==> config.mk <==
export PLATFORM = sky130hd
export DESIGN_NAME = button_events
export DESIGN_NICKNAME = d
export VERILOG_FILES = /design/src/rtl/button_pkg.sv /design/src/rtl/button_events.sv
export SDC_FILE = /design/constraint.sdc
export NUM_CORES = 1
export LEC_CHECK = 0
export CELL_PAD_IN_SITES_DETAIL_PLACEMENT = 1
export CELL_PAD_IN_SITES_GLOBAL_PLACEMENT = 2
export CORE_MARGIN = 2
export CORE_UTILIZATION = 41
export DETAILED_ROUTE_END_ITERATION = 16
export GPL_ROUTABILITY_DRIVEN = 0
export PLACE_DENSITY = 0.86
export SLEW_MARGIN = 40
export SYNTH_ARGS = -nofsm -noshare
export SYNTH_HDL_FRONTEND = slang
export SYNTH_SLANG_ARGS = --single-unit
==> constraint.sdc <==
create_clock -name clock -period 5.1 [get_ports clock]
set_input_delay 1.53 -clock clock [delete_from_list [all_inputs] [get_ports clock]]
set_output_delay 1.53 -clock clock [all_outputs]
set_load 0.005 [all_outputs]
==> src/rtl/button_pkg.sv <==
// Shared state encoding and default timing constants for button event generation.
package button_pkg;

    typedef enum logic [1:0] {
        ST_WAIT_RELEASE = 2'd0,
        ST_IDLE         = 2'd1,
        ST_PRESSED      = 2'd2,
        ST_LONG         = 2'd3
    } btn_state_t;

    localparam int LONG_DELAY_DEF   = 12500000;
    localparam int REPEAT_DELAY_DEF = 2500000;
    localparam int CNT_W_DEF        = 24;

endpackage

==> src/rtl/button_events.sv <==
// Turns a debounced button level into press/short/long/repeat/release pulses and a held level.
// Latency: every output registered, one cycle after the sampling edge; no backpressure, pulses are fire-and-forget.
module button_events
    import button_pkg::*;
#(
    parameter int LONG_DELAY   = LONG_DELAY_DEF,
    parameter int REPEAT_DELAY = REPEAT_DELAY_DEF,
    parameter int CNT_W        = CNT_W_DEF
) (
    input  logic clock,
    input  logic reset_n,
    input  logic clean,
    input  logic enable,
    output logic press,
    output logic short_press,
    output logic long_press,
    output logic repeat_tick,
    output logic released,
    output logic held
);

    localparam logic [CNT_W-1:0] LONG_LAST   = CNT_W'(LONG_DELAY - 1);
    localparam logic [CNT_W-1:0] REPEAT_LAST = CNT_W'(REPEAT_DELAY - 1);

    btn_state_t       state;
    logic [CNT_W-1:0] count;

    always_ff @(posedge clock or negedge reset_n) begin
        if (!reset_n) begin
            state       <= ST_WAIT_RELEASE;
            count       <= '0;
            press       <= 1'b0;
            short_press <= 1'b0;
            long_press  <= 1'b0;
            repeat_tick <= 1'b0;
            released    <= 1'b0;
            held        <= 1'b0;
        end else begin
            press       <= 1'b0;
            short_press <= 1'b0;
            long_press  <= 1'b0;
            repeat_tick <= 1'b0;
            released    <= 1'b0;

            if (!enable) begin
                // Disabling abandons any hold silently; a fresh release is required before the next press.
                state <= ST_WAIT_RELEASE;
                count <= '0;
                held  <= 1'b0;
            end else begin
                case (state)
                    ST_WAIT_RELEASE: begin
                        if (!clean) begin
                            state <= ST_IDLE;
                            count <= '0;
                        end
                    end
                    ST_IDLE: begin
                        if (clean) begin
                            state <= ST_PRESSED;
                            count <= '0;
                            press <= 1'b1;
                            held  <= 1'b1;
                        end
                    end
                    ST_PRESSED: begin
                        // Release is checked first so it wins over a coincident long threshold.
                        if (!clean) begin
                            state       <= ST_IDLE;
                            count       <= '0;
                            short_press <= 1'b1;
                            released    <= 1'b1;
                            held        <= 1'b0;
                        end else if (count == LONG_LAST) begin
                            state      <= ST_LONG;
                            count      <= '0;
                            long_press <= 1'b1;
                        end else begin
                            count <= count + 1'b1;
                        end
                    end
                    ST_LONG: begin
                        if (!clean) begin
                            state    <= ST_IDLE;
                            count    <= '0;
                            released <= 1'b1;
                            held     <= 1'b0;
                        end else if (count == REPEAT_LAST) begin
                            count       <= '0;
                            repeat_tick <= 1'b1;
                        end else begin
                            count <= count + 1'b1;
                        end
                    end
                    default: begin
                        state <= ST_WAIT_RELEASE;
                        count <= '0;
                        held  <= 1'b0;
                    end
                endcase
            end
        end
    end

endmodule

# Yosys cells after proc, flatten, opt, wreduce, memory -nomap -nowiden
# Index checks and enable logic that the tools add are counted.
op_classes:
  n_mux: 34
  n_reduce_logical: 6
  n_eq_ne: 11
  addsub: 1
op_table:
  columns: ["operator", "count"]
  rows:
  - ["2-to-1 mux 24 bit", 7]
  - ["case mux 24 bit (4 select lines)", 1]
  - ["adder 24 x 1 -> 24 bit (second input constant)", 1]
  - ["equality test 24 x 22 -> 1 bit (second input constant)", 1]
  - ["equality test 24 bit (second input constant)", 1]
  - ["2-to-1 mux 1 bit", 19]
  - ["inequality test 3 bit (second input constant)", 4]
  - ["2-to-1 mux 2 bit", 5]
  - ["case mux 2 bit (3 select lines)", 1]
  - ["AND reduction 3 bit", 2]
  - ["equality test 2 bit (second input constant)", 2]
  - ["inequality test 4 bit (second input constant)", 1]
  - ["OR reduction 2 bit", 2]
  - ["inequality test 3 x 2 -> 1 bit (second input constant)", 1]
  - ["equality test 2 x 1 -> 1 bit (second input constant)", 1]
  - ["zero test 2 bit", 1]
  - ["case mux 1 bit (2 select lines)", 1]
  - ["AND reduction 2 bit", 1]
word_totals:
  output_inout_bits: 6
  ff_bits: 32
  elab_cells: 60

# Depth between registers and ports, before layout
depth:
  ltp_word: 5
  depth_mapped: 9
  ltp_nobuf: 7

# Worst setup path after synthesis
# No wires, ideal clock.
synth_path:
  kind: "in2reg"
  start: "input port clean"
  end: "register count[3]"
  slack_ps: 1945
  n_path_buf: 2
  arrival_time_ps: 3089
  cell_stages: 7
  required_time_ps: 5034
  setup_time_ps: 66
  path_cell_list: "clkbuf_1 > mux2_2 > and2_1 > buf_2 > or3_1 > a211oi_1 > a221o_1"
synth_via:
  elab_chain_len: 3
synth_lines:
  columns: ["item", "line_no", "source"]
  rows:
  - ["from (decl)", "button_events.sv:12", "input logic clean,"]
  - ["2-to-1 mux 24 bit, on equally long branches", "button_events.sv:83, button_events.sv:68", null]
  - ["case mux 24 bit (4 select lines)", "button_events.sv:51", "case (state)"]
  - ["2-to-1 mux 24 bit", "button_events.sv:45", "if (!enable) begin"]
  - ["to (signal assigned)", "button_events.sv:79", "count <= count + 1'b1;"]
  - ["to (signal assigned)", "button_events.sv:92", "count <= count + 1'b1;"]
  - ["to (decl)", "button_events.sv:26", "logic [CNT_W-1:0] count;"]
# Several ways; a longest one is shown, not always the timed one.
# A chain may end at the register's enable or synchronous reset.

# Worst setup path in the final report
layout_path:
  start: "input port clean"
  end: "register count[4]"
# The elaborated chain is that of the path after synthesis.

==> implementation parameters <==
Parameter                              Value

Die
  Core box area ... slightly above 0.005 mm^2
  Number of rows in the core area ... 26
  Starting Density ... 42.3%
  Chip width ... 76.4 um
  Height of the die ... 76.4 um
  Die area ... ~0.0058 mm^2
  Num ports ... 10

Routing
  Routed vias ... 1917
  Drt total wl ... 5730 um
  Detailed router's first-iteration violation count ... 103
  ANT nets after route ... 0
  Routed via count divided by cell count ... 6.37
  DRC violations left ... 0
  Total iterations of the first detailed-routing run ... 4
  Mean routed wirelength per cell ... 19.0 um

Clock tree
  Number of buffers inserted during clock tree synthesis ... 5
  Buffer depth of the longest clock path ... 2
  CTS root buffer ... clkbuf_8
  H-tree lvl count ... 2
  Cts hold-fix bufs ... 0
  CTS tree ... built
  Clock slew seen by the registers of the worst setup and hold paths ... 70 ps
  Source-to-sink clock delay at the later pin of the worst-skew pair ... between 200 and 300 ps
  Setup repair bufs after CTS ... 0
  Resized cells post-CTS ... 0
  Clock sink count ... 32

Placement
  Buffers added on ports ... 9
  Placed cell area ... approximately 0.0023 mm^2
  Detailed Place HPWL ... 3940 um

Global route
  Total congestion overflow ... 0
  Via count of the first global-routing pass ... just under 2000
  Global-route wire length before repair ... 9890 um
  Number of antenna violations at the first check in global routing ... 0
  GRT Util Overall ... a little over a fifth
  Largest net degree at the start of global routing ... 33

Synthesis
  Post-synth EDFFs ... 0
  Share of synthesized area occupied by flip-flops and latches ... approximately 37%
  Mapped Nets ... 238
  Leading area contributor after synthesis ... dfrtp_1
  Seq cells post-synth ... 32
  Distinct cell type count of the synthesized netlist ... 52
  Largest cells by area after synthesis ... dfrtp_1, o2111ai_1, nand2_1
  Fraction of post-synthesis cell area in the top cell type by area ... 37.3%
  Summed instance area of the synthesized netlist ... about 0.0021 mm^2
  Yosys warning total ... 0
  Cell count after synthesis ... 228
  Asr flop ratio synth ... 100%
  Top flip-flop cell by instance count after synthesis ... dfrtp_1
  Synth Area per Inst ... 9.42 um^2

Timing
  Setup TNS ... 0 ps
  Final setup violation count ... 0
  Final setup skew ... roughly 5.5 ps
  Final critical path time including I/O delays and setup ... 3500 ps
  Worst rel slew slack ... between 40% and 50%
  Hold Worst Slack ... approximately 520 ps
  Post-route clock period utilization ... 68.6%
  Final number of hold-violating endpoints ... 0
  Maximum achievable frequency ... approximately 0.29 GHz
  Worst Tran Pin Value ... 818 ps
  Max-slew violation total from the final report ... 0
  Setup repair after global routing missed its margin ... no

Setup path
  Data required time at the worst endpoint ... about 5300 ps
  Critical path data arrival time ... 3730 ps
  Startpoint types ... input port
  Launch point of the critical path ... clean
  Type of the setup path with the least slack ... input port to flop
  Critical path endpoint category ... flop
  Reg-to-Reg Start ... count[9]
  Max FO, Critical Path ... 28

Final layout
  Layout Area Growth over Synthesis ... 10.7%
  Layout cells sized above 1 ... a little over a tenth
  Number of inserted filler cells in the final layout ... about 590
  Final instance area ... 0.00238 mm^2
  Diode insertion count for antenna repair ... 0
  Final net count ... 240

Power and ir drop
  Cell leakage power ... approximately 0.83 nW
  Post-layout total power ... 0.728 mW
  Power density relative to cell area ... 306 mW/mm^2
  Peak supply drop ... 118 uV

Status
  Run status ... finished clean

Min path
  HP Class ... flop to flop
  Origin of the worst min-delay path ... count[0]

Flow run
  Max Cap Violations ... 0
==> stage by stage <==
stage | setup slack [ps] | util (%) | std cells
floorplan | 1950 | - | 228
global placement | 1140 | 44.6 | 293
detailed placement | 1290 | 44.6 | 293
CTS | 1600 | 46.8 | 301
global route | 1440 | 46.8 | 301
finish | 1600 | 46.8 | 301
==> flip-flops by register name, summed over array words and instances (netlist names) <==
name and flops:
repeat_tick 1, press 1, state 2, held 1, count 24, released 1
long_press 1, short_press 1
==> layout make-up <==
| cell class | count | area (um^2) | area share, % |
|---|---|---|---|
| Clock buffer | 5 | 68.8 | 2.89 |
| Tap cell | 70 | 87.6 | 3.68 |
| Inverter | 8 | 30.0 | 1.26 |
| Sequential cell | 32 | 801 | 33.7 |
| Timing Repair Buffer | 12 | 113 | 4.74 |
| Multi-Input combinational cell | 171 | 1230 | 51.9 |
| Clock inverter | 3 | 42.5 | 1.79 |
==> kinds of logic after synthesis <==
kind of cell	share of synthesized area (%)
adders and majority gates	3.50
buffers and inverters	5.24
muxes	1.98
DFF	37.3
AOI/OAI and AO/OA	27.5
and+or+nand+nor	24.5
==> critical path, stage by stage <==
cell and delay (ps):
clkdlybuf4s50_1 640, mux2_2 390, and2_2 390, or3_1 380, a211oi_1 230, a221o_1 140
==> placed cells by master (no fill, tap or decap), types with 2 or more instances in the layout <==
cell type and instances:
nand4_1 5, o41ai_1 3, o311ai_1 6, buf_4 3
clkdlybuf4s50_1 9, nand4b_1 2, nor2_1 3, nor4_1 10
inv_1 8, or3_1 7, nand3_1 10, clkbuf_8 5
mux2_2 2, nand2_1 27, a211oi_1 6, dfrtp_1 32
and3_1 3, nand2b_1 3, o2111ai_1 14, ha_1 6
a221o_1 7, mux2i_1 2, o21ai_0 5, nor3_1 4
and2_1 6, or2_2 3, and4_1 3, a41oi_1 2
o311ai_0 2, nor2b_1 2, o211ai_1 7
==> worst paths after layout <==
check / endpoint / slack, ps / depth (start not counted)
max in group asynchronous: long_press / 3160 / 2
hold reg to reg: count[0] / 520 / 1
hold / removal: count[0] / 520 / 1
min in group asynchronous: count[2] / 1640 / 2
setup reg to reg: count[7] / 2220 / 5
setup / recovery: count[4] / 1600 / 6
==> Yosys cell counts (all sizes together) (3+ instances only) <==
library cell  count
a211oi            7
a221o             7
and2              7
and3              3
and4              3
buf               6
clkbuf           11
dfrtp            32
ha                6
inv               8
nand2            27
nand2b            3
nand3            10
nand4             5
nor2              3
nor3              4
nor4             11
o2111ai          14
o211ai            8
o21ai             6
o311ai            8
o41ai             3
or2               3
or3               7
==> report_power, final <==
part           switching (mW)  internal, mW  leakage [nW]
combinational           0.138        0.0664         0.329
clock                   0.101         0.145        0.0541
sequential             0.0114         0.267         0.444
==> per-layer routing <==
layer / wire [um] / GRT usage (%) / up-vias / share of wire (%)
li1: - / - / 909 / -
met1: 2870 / 29.5 / 969 / 50
met2: 2670 / 34.2 / 34 / 47
met3: 135 / 2.84 / 5 / 2.4
met4: 51 / 5.82 / 0 / 0.89
met5: 0 / 0 / - / 0
Power figures use the tool's default switching activity.
